## src/rtl/spi_reg_pkg.sv

```systemverilog
// spi_reg_pkg: shared FSM type and command-decode constants for the SPI register bank.
package spi_reg_pkg;

  typedef enum logic [1:0] {
    IDLE    = 2'd0,
    WR_DATA = 2'd1,
    RD_TURN = 2'd2
  } state_t;

  // Command flag positions, counted down from the word MSB.
  localparam int RW_BIT    = 0;
  localparam int BURST_BIT = 1;

  localparam logic [15:0] BAD_READ      = 16'hDEAD;
  localparam int          ERR_CNT_WIDTH = 8;

endpackage

```

## src/rtl/spi_reg_bank_sync_2ff.sv

```systemverilog
// sync_2ff: single-bit two-flop synchronizer with a configurable reset level.
module sync_2ff #(
  parameter logic RESET_VAL = 1'b0
) (
  input  logic clk,
  input  logic rst,
  input  logic d,
  output logic q
);

  logic meta;

  always_ff @(posedge clk) begin
    if (rst) begin
      meta <= RESET_VAL;
      q    <= RESET_VAL;
    end else begin
      meta <= d;
      q    <= meta;
    end
  end

endmodule

```

## src/rtl/spi_reg_bank.sv

```systemverilog
// spi_reg_bank: word-level read/write command interpreter behind a 16-bit SPI slave.
// Define SPI_REG_BURST_EN to enable auto-incrementing burst reads and writes.
module spi_reg_bank
  import spi_reg_pkg::*;
#(
  parameter int                    DATA_WIDTH   = 16,
  parameter int                    ADDR_WIDTH   = 6,
  parameter int                    NUM_CTRL     = 8,
  parameter int                    NUM_STAT     = 8,
  parameter logic [DATA_WIDTH-1:0] IDLE_PATTERN = '0
) (
  input  logic                           clk,
  input  logic                           rst,
  input  logic                           ss,
  input  logic                           done,
  input  logic [DATA_WIDTH-1:0]          rx_word,
  output logic [DATA_WIDTH-1:0]          tx_word,
  input  logic [NUM_STAT*DATA_WIDTH-1:0] stat_in,
  output logic [NUM_CTRL*DATA_WIDTH-1:0] ctrl_out,
  output logic                           wr_stb,
  output logic [ADDR_WIDTH-1:0]          wr_addr,
  output logic [ERR_CNT_WIDTH-1:0]       err_cnt
);

  localparam int RW_POS = DATA_WIDTH - 1 - RW_BIT;

  state_t                  state;
  logic [ADDR_WIDTH-1:0]   addr_q;
  logic                    burst_q;
  logic [DATA_WIDTH-1:0]   ctrl [NUM_CTRL];
  logic                    ss_sync, ss_d, ss_rise;
  logic [ADDR_WIDTH-1:0]   cmd_addr, rd_addr;
  logic                    cmd_rd, cmd_burst, wr_ok, rd_bad, err_hit;
  logic [DATA_WIDTH-1:0]   rd_data;

  function automatic logic [ERR_CNT_WIDTH-1:0] sat_inc(input logic [ERR_CNT_WIDTH-1:0] v);
    return (&v) ? v : v + 1'b1;
  endfunction

  sync_2ff #(.RESET_VAL(1'b1)) u_ss_sync (
    .clk (clk),
    .rst (rst),
    .d   (ss),
    .q   (ss_sync)
  );

  always_ff @(posedge clk) begin
    if (rst) ss_d <= 1'b1;
    else     ss_d <= ss_sync;
  end

  assign ss_rise  = ss_sync & ~ss_d;
  assign cmd_addr = rx_word[ADDR_WIDTH-1:0];
  assign cmd_rd   = rx_word[RW_POS];
`ifdef SPI_REG_BURST_EN
  localparam int BURST_POS = DATA_WIDTH - 1 - BURST_BIT;
  assign cmd_burst = rx_word[BURST_POS];
`else
  assign cmd_burst = 1'b0;
`endif

  // A burst read in RD_TURN fetches the register after the one last returned.
  always_comb begin
    rd_addr = (state == RD_TURN) ? addr_q + 1'b1 : cmd_addr;
    rd_data = DATA_WIDTH'(BAD_READ);
    rd_bad  = 1'b1;
    for (int i = 0; i < NUM_CTRL; i++) begin
      if (int'(rd_addr) == i) begin
        rd_data = ctrl[i];
        rd_bad  = 1'b0;
      end
    end
    for (int j = 0; j < NUM_STAT; j++) begin
      if (int'(rd_addr) == NUM_CTRL + j) begin
        rd_data = stat_in[j*DATA_WIDTH +: DATA_WIDTH];
        rd_bad  = 1'b0;
      end
    end
  end

  assign wr_ok = int'(addr_q) < NUM_CTRL;

  always_comb begin
    err_hit = 1'b0;
    if (done) begin
      case (state)
        IDLE:    err_hit = cmd_rd && rd_bad;
        WR_DATA: err_hit = !wr_ok;
        RD_TURN: err_hit = burst_q && rd_bad;
        default: err_hit = 1'b0;
      endcase
    end
  end

  always_ff @(posedge clk) begin
    if (rst) begin
      state   <= IDLE;
      addr_q  <= '0;
      burst_q <= 1'b0;
      tx_word <= IDLE_PATTERN;
      wr_stb  <= 1'b0;
      wr_addr <= '0;
      err_cnt <= '0;
      for (int i = 0; i < NUM_CTRL; i++) ctrl[i] <= '0;
    end else begin
      wr_stb <= 1'b0;
      if (err_hit) err_cnt <= sat_inc(err_cnt);
      if (done) begin
        case (state)
          IDLE: begin
            addr_q  <= cmd_addr;
            burst_q <= cmd_burst;
            if (cmd_rd) begin
              tx_word <= rd_data;
              state   <= RD_TURN;
            end else begin
              state   <= WR_DATA;
            end
          end
          WR_DATA: begin
            if (wr_ok) begin
              for (int i = 0; i < NUM_CTRL; i++)
                if (int'(addr_q) == i) ctrl[i] <= rx_word;
              wr_stb  <= 1'b1;
              wr_addr <= addr_q;
            end
            if (burst_q) addr_q <= addr_q + 1'b1;
            else         state  <= IDLE;
          end
          RD_TURN: begin
            if (burst_q) begin
              tx_word <= rd_data;
              addr_q  <= addr_q + 1'b1;
            end else begin
              tx_word <= IDLE_PATTERN;
              state   <= IDLE;
            end
          end
          default: state <= IDLE;
        endcase
      end
      // Frame abort overrides the next state; a coincident word is still fully processed.
      if (ss_rise) begin
        state <= IDLE;
        if (state == RD_TURN && !done) tx_word <= IDLE_PATTERN;
      end
    end
  end

  for (genvar g = 0; g < NUM_CTRL; g++) begin : g_ctrl
    assign ctrl_out[g*DATA_WIDTH +: DATA_WIDTH] = ctrl[g];
  end

endmodule

```

## config.mk

```make
export PLATFORM = sky130hd
export DESIGN_NAME = spi_reg_bank
export DESIGN_NICKNAME = d
export VERILOG_FILES = /design/src/rtl/spi_reg_pkg.sv /design/src/rtl/spi_reg_bank_sync_2ff.sv /design/src/rtl/spi_reg_bank.sv
export SDC_FILE = /design/constraint.sdc
export NUM_CORES = 1
export LEC_CHECK = 0
export CAP_MARGIN = 20
export CORE_MARGIN = 1.5
export CORE_UTILIZATION = 42
export CTS_CLUSTER_SIZE = 20
export DETAILED_ROUTE_END_ITERATION = 16
export PLACE_DENSITY_LB_ADDON = 0.08
export SYNTH_ARGS = -nofsm -noshare
export SYNTH_HDL_FRONTEND = slang
export SYNTH_HIERARCHICAL = 1
export SYNTH_SLANG_ARGS = --single-unit
```

## constraint.sdc

```tcl
create_clock -name clk -period 2.82 [get_ports clk]
set_clock_uncertainty 0.15 [all_clocks]
set_input_delay 0.564 -clock clk [delete_from_list [all_inputs] [get_ports clk]]
set_output_delay 0.564 -clock clk [all_outputs]
set_load 0.05 [all_outputs]
```

After elaboration in Yosys (flattened, before gate mapping)
Memory sizes are Yosys's and may differ from the RTL's.
Index checks and enable logic that the tools add are counted.
{"block": "totals", "reg_bits": 42, "latch_bits": 0, "ram_bits": 128, "rom_bits": 0, "in_bits": 148, "out_inout_bits": 159, "wordCells": 168, "mem_count": 1}
{"memory": "ctrl", "words": 8, "width": 16, "read_ports": 8, "rd_ports_with_merged_regs": 0, "write_ports": 8, "line": "spi_reg_bank.sv:30", "source": "logic [DATA_WIDTH-1:0] ctrl [NUM_CTRL];"}
{"block": "classes", "n_addsub": 2, "multipliers": 0, "div": 0, "magnitude_cmp": 1, "eq_ne": 24, "shift": 0, "muxes": 102, "bitwise": 14, "n_reduce_logical": 15}
{"operator": "16-bit two-way mux", "count": 28}
{"operator": "1-bit two-way mux", "count": 68}
{"operator": "6-bit by 4-bit == test with 1-bit output, second input constant", "count": 8}
{"operator": "6-bit by 5-bit == test with 1-bit output, second input constant", "count": 8}
{"operator": "16-bit case mux with 2 select lines", "count": 1}
{"operator": "6-bit by 3-bit == test with 1-bit output, second input constant", "count": 4}
{"operator": "6-bit by 2-bit == test with 1-bit output, second input constant", "count": 2}
{"operator": "6-bit zero test", "count": 2}
{"operator": "6-bit two-way mux", "count": 2}
{"operator": "8-bit by 1-bit adder with 8-bit output, second input constant", "count": 1}
{"operator": "1-bit OR", "count": 8}
{"operator": "8-bit AND reduction", "count": 1}
{"operator": "6-bit by 1-bit adder with 6-bit output, second input constant", "count": 1}
{"operator": "6-bit by 4-bit less-than comparator with 1-bit output, second input constant", "count": 1}
{"operator": "3-bit AND reduction", "count": 2}
{"operator": "1-bit inverter", "count": 5}
{"operator": "2-bit two-way mux", "count": 2}
{"operator": "2-bit OR reduction", "count": 2}
{"operator": "3-bit OR reduction", "count": 1}
{"operator": "2-bit by 1-bit == test with 1-bit output, second input constant", "count": 1}
{"operator": "2-bit == test, second input constant", "count": 1}
{"operator": "1-bit logical AND", "count": 2}
{"operator": "1-bit zero test", "count": 2}
{"operator": "2-bit zero test", "count": 1}
{"operator": "4 further kinds", "count": 4}

Longest topological paths before layout
Gate-level depths: netlist (run 1).
{"block": "depth", "depth_word": 24, "depth_mapped": 13, "ltp_nobuf": 10}

Modules after synthesis
The synthesis (run 1) kept the hierarchy.
{"module": "spi_reg_bank", "instances": 1, "cells_per_inst": 907, "area_per_inst_um2": 8928.6}
{"module": "sync_2ff", "instances": 1, "cells_per_inst": 4, "area_per_inst_um2": 52.6}

Least setup slack after synthesis (run 1)
No wires, ideal clock.
{"block": "synth_path", "path_kind": "flip-flop to flip-flop", "start": "reg addr_q[0]", "end": "reg err_cnt[5]", "setup_ps": 121, "t_arrival_ps": 2592, "setup_slack_ps": -43, "path_stages_with_launch": 12, "path_buffers": 1, "cell_sequence": "dfxtp_1 > buf_4 > inv_1 > ha_1 > nand2b_1 > mux2_2 > a21oi_1 > o211ai_2 > o2111ai_2 > nand2_1 > nand4_1 > mux2_2"}
{"block": "synth_via", "elab_chain_cells": 23, "word_cells_on_any_way": 40, "classes_between": "add/sub: 1; order compare: 1; eq/ne: 15; mux: 19; reduce/logical: 4"}
{"item": "from (decl)", "line": "spi_reg_bank.sv:28", "source": "logic [ADDR_WIDTH-1:0] addr_q;"}
{"item": "from (signal assigned)", "line": "spi_reg_bank.sv:111", "source": "addr_q <= cmd_addr;"}
{"item": "from (signal assigned)", "line": "spi_reg_bank.sv:127", "source": "if (burst_q) addr_q <= addr_q + 1'b1;"}
{"item": "from (signal assigned)", "line": "spi_reg_bank.sv:133", "source": "addr_q <= addr_q + 1'b1;"}
{"item": "6-bit by 1-bit adder with 6-bit output"}
{"item": "6-bit two-way mux", "line": "spi_reg_bank.sv:64", "source": "rd_addr = (state == RD_TURN) ? addr_q + 1'b1 : cmd_addr;"}
{"item": "6-bit zero test", "line": "spi_reg_bank.sv:68", "source": "if (int'(rd_addr) == i) begin"}
{"item": "1-bit two-way mux (8 in series)", "line": "spi_reg_bank.sv:68"}
{"item": "1-bit two-way mux (8 in series)", "line": "spi_reg_bank.sv:74", "source": "if (int'(rd_addr) == NUM_CTRL + j) begin"}
{"item": "1-bit logical AND", "line": "spi_reg_bank.sv:87", "source": "IDLE: err_hit = cmd_rd && rd_bad;"}
{"item": "1-bit case mux with 2 select lines *", "line": "spi_reg_bank.sv:86", "source": "case (state)"}
{"item": "1-bit two-way mux *", "line": "spi_reg_bank.sv:85", "source": "if (done) begin"}
{"item": "2-bit AND reduction (no line) *"}
{"item": "to (signal assigned)", "line": "spi_reg_bank.sv:107", "source": "if (err_hit) err_cnt <= sat_inc(err_cnt);"}
{"item": "to (decl)", "line": "spi_reg_bank.sv:22", "source": "output logic [ERR_CNT_WIDTH-1:0] err_cnt"}
Every way passes the cells marked *; elsewhere a longest branch is shown, timed or not.
A chain may end at the register's enable or synchronous reset.

Worst setup path in the final report (run 1)
{"block": "layout_path", "start": "reg addr_q[0]", "end": "reg tx_word[5]"}
{"block": "layout_via", "elab_chain_cells": 24, "word_cells_on_any_way": 39, "classes_between": "add/sub: 1; eq/ne: 15; mux: 22; reduce/logical: 1"}
{"item": "6-bit by 1-bit adder with 6-bit output *"}
{"item": "6-bit two-way mux *", "line": "spi_reg_bank.sv:64"}
{"item": "6-bit zero test", "line": "spi_reg_bank.sv:68"}
{"item": "16-bit two-way mux (8 in series)", "line": "spi_reg_bank.sv:68"}
{"item": "16-bit two-way mux (7 in series)", "line": "spi_reg_bank.sv:74"}
{"item": "16-bit two-way mux *", "line": "spi_reg_bank.sv:74"}
{"item": "16-bit two-way mux *", "line": "spi_reg_bank.sv:113", "source": "if (cmd_rd) begin"}
{"item": "16-bit case mux with 2 select lines *", "line": "spi_reg_bank.sv:109", "source": "case (state)"}
{"item": "16-bit two-way mux *", "line": "spi_reg_bank.sv:108", "source": "if (done) begin"}
{"item": "16-bit two-way mux", "line": "spi_reg_bank.sv:145", "source": "if (state == RD_TURN && !done) tx_word <= IDLE_PATTERN;"}
{"item": "16-bit two-way mux *", "line": "spi_reg_bank.sv:143", "source": "if (ss_rise) begin"}
{"item": "to (signal assigned)", "line": "spi_reg_bank.sv:114", "source": "tx_word <= rd_data;"}
{"item": "to (signal assigned)", "line": "spi_reg_bank.sv:132", "source": "tx_word <= rd_data;"}
{"item": "to (decl)", "line": "spi_reg_bank.sv:17", "source": "output logic [DATA_WIDTH-1:0] tx_word,"}
Marks and branches as above.

==> results of run 1 <==
layer usage:
layer | share of wire, % | global-route usage [%]
met5 | 0 | 0
met4 | 5.0 | 19.3
met3 | 10 | 7.83
met2 | 47 | 62.3
met1 | 38 | 48.8
final timing paths:
kind                                startpoint     endpoint  cells after the start
worst max register to register       addr_q[0]   tx_word[5]                     10
worst max-delay path                 addr_q[0]   tx_word[5]                     10
worst min-delay path            u_ss_sync/meta  u_ss_sync/q                      1
worst min register to register  u_ss_sync/meta  u_ss_sync/q                      1
power groups by stage:
stage	combinational, µW	sequential [µW]	clock (µW)
3_5_place_dp	1810	2970	0
6_report	1900	2920	2610
2_1_floorplan	517	3300	0
3_3_place_gp	1800	2980	0
5_1_grt	1980	2930	2710
4_1_cts	1840	2920	2610
flip-flops by register name, indices dropped and copies added, names as in the netlist:
register        count
err_cnt             8
ss_d                1
ctrl              128
u_ss_sync/meta      1
u_ss_sync/q         1
tx_word            16
state               2
wr_stb              1
wr_addr             6
addr_q              6
per-stage QoR:
step | hold slack [ns] | power [µW]
final | 0.262 | 7440
after global routing | 0.286 | 7620
after CTS | 0.265 | 7360
after detailed placement | 0.243 | 4780
after global placement | 0.241 | 4780
after floorplan | 0.235 | 3820
area by class of cell:
cell class	instances	area (µm²)	share of cell area (%)
Tap cell	275	344	2.34
Clock inverter	15	231	1.58
Clock buffer	17	425	2.90
Inverter	22	82.6	0.562
Multi-Input combinational cell	662	4150	28.2
Timing Repair Buffer	504	4750	32.4
Sequential cell	170	4700	32.0
what timing repair did:
item | in CTS | in global routing
setup buffers | 6 | 8
gates cloned | 0 | 0
endpoints found under the hold margin | 0 | 0
gates resized for setup | 13 | 39
endpoints found under the setup margin | 10 | 22
hold buffers | 0 | 0
pin swaps | 2 | 10
worst register-to-register path, delay by kind of cell, from the launching register on:
kind | cells | cell delay (ns)
flip-flops | 1 | 0.37
AND/OR/NAND/NOR | 2 | 0.57
buffers and inverters | 2 | 0.35
AO/OA/AOI/OAI | 6 | 1.22
cell families (layout without fill, tap and decap cells):
group / Yosys count / after routing / synth area share [%]
simple gates: 348 / 348 / 17.7
compound gates: 280 / 280 / 22.2
flops: 170 / 170 / 52.2
buf+inv: 79 / 558 / 3.83
mux: 23 / 23 / 2.81
xor+xnor: 6 / 6 / 0.585
fa+ha+maj: 5 / 5 / 0.697
cells in the final DEF, fill, tap and decap left out, types with 5 or more instances in the layout:
cell type / count
sky130_fd_sc_hd__mux2_2: 6
sky130_fd_sc_hd__inv_1: 20
sky130_fd_sc_hd__and3_1: 8
sky130_fd_sc_hd__o21ai_0: 38
sky130_fd_sc_hd__mux2i_1: 10
sky130_fd_sc_hd__a32oi_1: 8
sky130_fd_sc_hd__edfxtp_1: 128
sky130_fd_sc_hd__clkbuf_16: 17
sky130_fd_sc_hd__a21oi_1: 60
sky130_fd_sc_hd__a22oi_1: 10
sky130_fd_sc_hd__nand3_1: 12
sky130_fd_sc_hd__o32ai_1: 6
sky130_fd_sc_hd__a31oi_1: 7
sky130_fd_sc_hd__nor3_1: 9
sky130_fd_sc_hd__a221o_1: 7
sky130_fd_sc_hd__inv_12: 6
sky130_fd_sc_hd__o221ai_1: 14
sky130_fd_sc_hd__a221oi_1: 12
sky130_fd_sc_hd__nor2_1: 163
sky130_fd_sc_hd__and2_1: 8
sky130_fd_sc_hd__a2bb2oi_1: 5
sky130_fd_sc_hd__clkdlybuf4s50_1: 304
sky130_fd_sc_hd__nand4_1: 10
sky130_fd_sc_hd__buf_4: 179
sky130_fd_sc_hd__nand2b_1: 31
sky130_fd_sc_hd__nor2b_1: 5
sky130_fd_sc_hd__a21o_1: 8
sky130_fd_sc_hd__dfxtp_1: 36
sky130_fd_sc_hd__buf_12: 14
sky130_fd_sc_hd__nand2_1: 72
sky130_fd_sc_hd__o22ai_1: 28
==> summary.md, run 1 <==
| Metric | Value |
|---|---|
| Combinational power share | about 26% |
| Antenna-violating nets left | 0 |
| Leak pwr | ~0.0056 µW |
| Reg2Reg Setup Slack | ~0.075 ns |
| First-pass GRT wire length | between 60000 and 70000 µm |
| Global placer's final weighted congestion | around 0.95 |
| Latest clock arrival within the worst-skew pair | about 0.45 ns |
| Internal power component | approximately 4900 µW |
| Post-route minimum period | approximately 2.7 ns |
| Synth cell types | 78 |
| Delay contributed by the slowest stage of the critical path | between 0.3 and 0.4 ns |
| Seq/Total Area, Yosys | around 52% |
| Number of antenna cells inserted | 0 |
| Critical path, cell by cell | buf_8, nor3b_1, a21o_1, buf_4, a21oi_1, a2bb2oi_1, nor2_1, o21ai_0, o31a_1, o31ai_1 |
| Area share of the largest cell type after synthesis | around 43% |
| Final layout net count | between 1500 and 2000 |
| Number of CTS-inserted buffers | 17 |
| Vias in the first global route | ~10000 |
| Share of post-route cells with drive strength above 1 | about a fifth |
| Power dissipated by switching net loads | between 2000 and 3000 µW |
| Synthesis-to-layout area growth | 63.5% |
| Clk pwr share | a little over a third |
| Avg Vias per Cell | around 5.9 |
| Total setup violations reported at the end of the flow | 0 |
| PnR worst setup slack | between 0.07 and 0.08 ns |
| Final hold viol count | 0 |
| Total of flip-flops plus latches after synthesis | 170 |
| Routed vias | 9874 |
| Total global routing overflow | 0 |
| Post-Place Worst Slack | -0.768 ns |
| CP Capture Type | flop |
| Net Count, Synth | roughly 1100 |
| Worst Path Required | 3.04 ns |
| Synth top area cells | sky130_fd_sc_hd__edfxtp_1 43%, sky130_fd_sc_hd__dfxtp_1 9.4%, sky130_fd_sc_hd__nor2_1 6.8% |
| Buffers added on ports | between 300 and 400 |
| Run status | finished, final reports clean |
| Startpoint-to-endpoint class of the critical path | reg -> reg |
| Die width | 149 µm |
| Wirelength per Cell | approximately 26 µm |
| Total length of routed wires | 42900 µm |
| Bufs on Longest Clock Path | 2 |
| Yosys warns | 6 |
| Core footprint | 21000 µm² |
| Non-filler instance count after layout | 1665 |
| Switching Fraction | approximately a third |
| Kind of cell with the highest combined delay on the critical path | compound AO/OA/AOI/OAI gates |
| Detailed-routing iteration count for the pre-antenna-repair pass | 6 |
| Per-instance average area after synthesis | just under 10 µm² |
| Final setup TNS | 0 ns |
| Clock slew seen by the registers of the worst setup and hold paths | 0.09 ns |
| Fin area | ~15000 µm² |
| Type of origin of the critical path | flop |
| Number of buffers and inverters on the critical path | 2 |
| Slowest stage cell, crit path | sky130_fd_sc_hd__dfxtp_4 |
| Filler Cells Inserted | ~1600 |
| Data arrival, critical path | between 2 and 3 ns |
| Worst IR Drop VDD | approximately 0.42 mV |
| Synth top cells by count | 163 x sky130_fd_sc_hd__nor2_1, 128 x sky130_fd_sc_hd__edfxtp_1, 73 x sky130_fd_sc_hd__nand2_1 |
| Pin slew with the least headroom to its limit | ~0.55 ns |
| Maximum fanout count along the critical path | 13 |
| Placed wire-length estimate | between 30000 and 40000 µm |
| Async S/R FF share, synth | 0% |
| Peak Freq | approximately 0.36 GHz |
| CTS tree | built |
| Total Die Area | approximately 22000 µm² |
| Total placed cells including tap cells | about 1600 |
| Sinks on the clock net | 170 |
| Clock Root Buffer | sky130_fd_sc_hd__clkbuf_16 |
| Global-route usage over all layers | just under 40% |
| Cell taking the most area after synthesis | sky130_fd_sc_hd__edfxtp_1 |
| Number of antenna violations at the first check in global routing | 0 |
| Placed Area | roughly 14000 µm² |
| Overall die height | roughly 150 µm |
| Most frequently used flop master after synthesis | sky130_fd_sc_hd__edfxtp_1 |
| Effective utilization at floorplan | a little over two fifths |
| Synth Instances | slightly above 900 |
| Pin count of the biggest net entering global routing | ~50 |
| Count of flip-flops with a built-in enable after synthesis | approximately 130 |
| Number of standard-cell rows in the floorplan | 53 |
| Max Slew Vio Count | 0 |
| Part of the power in registers | between 30 and 40% |
| Worst rel slew slack | 62.9% |
| Tightest Hold Check Type | reg -> reg |
| Cell with the most instances after synthesis | sky130_fd_sc_hd__nor2_1 |
| Number of maximum-capacitance violations | 0 |
| Netlist area before placement | 8980 µm² |
| PwrDens | slightly above 500 nW/µm² |
| Number of top-level pins | between 300 and 400 |
| Number of remaining DRC errors | 0 |
| Final cycle utilization of the critical path | about 97% |
| Layout Utilization | 69.8% |
| Deepest level of the CTS H-tree | 4 |
| Starting DRC count in detailed routing | between 1000 and 1500 |
(Power assumes the default switching activity.)
==> run 2, diff against run 1 <==
--- a/config.mk
+++ b/config.mk
@@ -5,7 +5,7 @@
 export SDC_FILE = /design/constraint.sdc
 export NUM_CORES = 1
 export LEC_CHECK = 0
-export CAP_MARGIN = 20
+export CAP_MARGIN = 40
 export CORE_MARGIN = 1.5
 export CORE_UTILIZATION = 42
 export CTS_CLUSTER_SIZE = 20
==> results of run 2 <==
No change in the layout: final DEF, timing and power equal those of run 1.
==> run 3, diff against run 2 <==
--- a/config.mk
+++ b/config.mk
@@ -10,7 +10,7 @@
 export CORE_UTILIZATION = 42
 export CTS_CLUSTER_SIZE = 20
 export DETAILED_ROUTE_END_ITERATION = 16
-export PLACE_DENSITY_LB_ADDON = 0.08
+export PLACE_DENSITY_LB_ADDON = 0.15
 export SYNTH_ARGS = -nofsm -noshare
 export SYNTH_HDL_FRONTEND = slang
 export SYNTH_HIERARCHICAL = 1
==> run 3 against run 2 <==
- the flow now finishes with violations (negative setup slack)
- global-route usage shrank 0.86 points
- core utilization rose by 0.86 points
- design area rose by 1.2%
- final cell count up 1.2%
- via count grew 1.1%
- worst setup slack lost 0.076 ns
- critical path depth up 1
- count of clock-buffer cells in the layout unchanged
- fmax down 2.7%
- critical path type unchanged
==> summary.md, run 3 (synthesis gave the netlist of run 1 again) <==
| Metric | Value |
|---|---|
| CTS tree | built |
| Final Power | 7420 µW (-0.17%) |
| Number of antenna violations at the first check in global routing | 0 (unchanged) |
| Overall die height | 149 µm (unchanged) |
| Final layout net count | 1550 (+1.3%) |
| Startpoint-to-endpoint class of the critical path | reg -> reg |
| Max Slew Vio Count | 0 (unchanged) |
| Total placed cells including tap cells | 1645 (+1.6%) |
| Maximum fanout count along the critical path | 7 (-6) |
| PwrDens | 499 nW/µm² (-1.4%) |
| Total global routing overflow | 0 (unchanged) |
| Layout Utilization | 70.7% (+0.86 points) |
| Wirelength per Cell | 25.2 µm (-2.4%) |
| Pin count of the biggest net entering global routing | 51 (unchanged) |
| Number of remaining DRC errors | 0 (unchanged) |
| Bufs on Longest Clock Path | 2 (unchanged) |
| Effective utilization at floorplan | 42.7% (unchanged) |
| Placed Area | 13900 µm² (+1.5%) |
| Buffers added on ports | 306 (unchanged) |
| Global placer's final weighted congestion | 1.01 (+5.7%) |
| Number of flip-flops under the largest register name | 128 (unchanged) |
| Peak Freq | 0.355 GHz (-2.7%) |
| Run status | complete, but fails checks |
| Pin slew with the least headroom to its limit | 0.627 ns (+0.0730 ns) |
| Placed wire-length estimate | 32800 µm (-0.90%) |
| Avg Vias per Cell | 5.93 (about the same) |
| Critical path, cell by cell | inv_2, ha_4, buf_4, nor2_2, mux2_4, a221o_1, a21oi_2, o21ai_1, o31a_1, a221o_1, a22o_1 |
| Starting DRC count in detailed routing | 1133 (-9.9%) |
| Core footprint | 21000 µm² (unchanged) |
| Largest registers | ctrl x128, tx_word x16, err_cnt x8 |
| Number of standard-cell rows in the floorplan | 53 (unchanged) |
| Number of maximum-capacitance violations | 0 (unchanged) |
| Filler Cells Inserted | 1629 (-0.12%) |
| Violations in the final reports | negative setup slack |
| Tightest Hold Check Type | reg -> reg |
| Kind of cell with the highest combined delay on the critical path | compound AO/OA/AOI/OAI gates |
| Largest Register | ctrl |
| Number of antenna cells inserted | 0 (unchanged) |
| Clock slew seen by the registers of the worst setup and hold paths | 0.08 ns (about the same) |
| Antenna-violating nets left | 0 (unchanged) |
| Total setup violations reported at the end of the flow | 1 (+1) |
| Worst Path Required | 3.00 ns (-0.04 ns) |
| Post-route minimum period | 2.82 ns (+0.0758 ns) |
| Synthesis-to-layout area growth | 65.5% |
| Final cycle utilization of the critical path | 100% (+2.7 points) |
| Worst IR Drop VDD | 0.449 mV (+5.7%) |
| PnR worst setup slack | -0.000559 ns (-0.0758 ns) |
| Final hold viol count | 0 (unchanged) |
| Leak pwr | 0.00575 µW (+1.9%) |
| CP most frequent cell | sky130_fd_sc_hd__a221o_1 |
| Min Hold Slack | 0.281 ns (+0.0195 ns) |
| Number of top-level pins | 307 (unchanged) |
| Delay contributed by the slowest stage of the critical path | 0.39 ns (+0.02 ns) |
| First-pass GRT wire length | 61100 µm (-1.2%) |
| Latest clock arrival within the worst-skew pair | 0.44 ns (about the same) |
| Number of CTS-inserted buffers | 17 (unchanged) |
| Share of post-route cells with drive strength above 1 | 22.6% (+1.3 points) |
| Slowest stage cell, crit path | sky130_fd_sc_hd__dfxtp_4 |
| Data arrival, critical path | 3.00 ns (+0.04 ns) |
| RSZ-0062 raised after global routing | yes |
| Vias in the first global route | 9932 (+1.6%) |
| Global-route usage over all layers | 37.6% (-0.86 points) |
| CP Capture Type | flop |
| Non-filler instance count after layout | 1685 (+1.2%) |
| Type of origin of the critical path | flop |
| Clock Root Buffer | sky130_fd_sc_hd__clkbuf_16 |
| Worst rel slew slack | 58.0% (-4.9 points) |
| Most frequent cells in the layout | 303 x sky130_fd_sc_hd__clkdlybuf4s50_1, 196 x sky130_fd_sc_hd__buf_4, 162 x sky130_fd_sc_hd__nor2_1, 128 x sky130_fd_sc_hd__edfxtp_1, 71 x sky130_fd_sc_hd__nand2_1 |
| Number of buffers and inverters on the critical path | 2 (unchanged) |
| Detailed-routing iteration count for the pre-antenna-repair pass | 6 (unchanged) |
| Total length of routed wires | 42400 µm (-1.2%) |
| Sinks on the clock net | 170 (unchanged) |
| Die width | 149 µm (unchanged) |
| Most common cell after layout, fill and taps aside | sky130_fd_sc_hd__clkdlybuf4s50_1 |
| Routed vias | 9987 (+1.1%) |
| Deepest level of the CTS H-tree | 4 (unchanged) |
| Total Die Area | 22300 µm² (unchanged) |
| Fin area | 14900 µm² (+1.2%) |
==> run 3: cell count changes in the layout (fill, tap and decap cells not counted), moves of 3 or more <==
cell	previous run	this run
sky130_fd_sc_hd__buf_4	179	196
sky130_fd_sc_hd__o21ai_2	4	0
sky130_fd_sc_hd__inv_12	6	2
sky130_fd_sc_hd__buf_12	14	17
sky130_fd_sc_hd__o21ai_1	4	9
==> run 3: cell type report <==
class / count / area [µm²] / area share, %
multi-input combinational: 662 / 4170 / 28.1
clock inverter: 15 / 210 / 1.41
timing repair buffer: 524 / 4930 / 33.2
inverter: 22 / 82.6 / 0.556
tap: 275 / 344 / 2.32
sequential: 170 / 4700 / 31.6
clock buffer: 17 / 425 / 2.86
==> run 3: worst paths after layout <==
| check | from | to | slack (ns) | depth (start not counted) |
|---|---|---|---|---|
| worst max-delay path | addr_q[0] | tx_word[10] | -0.0006 | 11 |
| worst min-delay path | u_ss_sync/meta | u_ss_sync/q | 0.28 | 1 |
| worst max register to register | addr_q[0] | tx_word[10] | -0.0006 | 11 |
| worst min register to register | u_ss_sync/meta | u_ss_sync/q | 0.28 | 1 |
==> run 3: what timing repair did <==
item                       in CTS  in global routing
setup endpoints to repair      15                 18
hold buffers                    0                  0
pin swaps                       1                 17
setup buffers                   0                  8
gates resized for setup        17                 42
==> run 3: report_power, final <==
part	total (µW)	internal (µW)	leakage (µW)	switching (µW)
sequential	2920	2810	0.00164	113
clock	2550	1310	0.000309	1240
combinational	1950	841	0.00380	1110
total	7420	4950	0.00575	2470
==> run 3: metrics by stage <==
stage | setup slack [ns] | TNS [ns]
final | -0.000559 | -0.000559
after global routing | -0.0868 | -0.161
after detailed placement | -0.749 | -10.88
after floorplan | 0.0177 | 0
after global placement | -0.700 | -10.28
after CTS | 0.0000684 | 0
==> run 3: routing by layer <==
layer	vias to the layer above	global-route usage, %	share of wire [%]
li1	4429	-	-
met1	4775	48.4	39
met2	673	61.4	47
met3	110	5.99	9.1
met4	0	18.8	4.8
met5	-	0	0
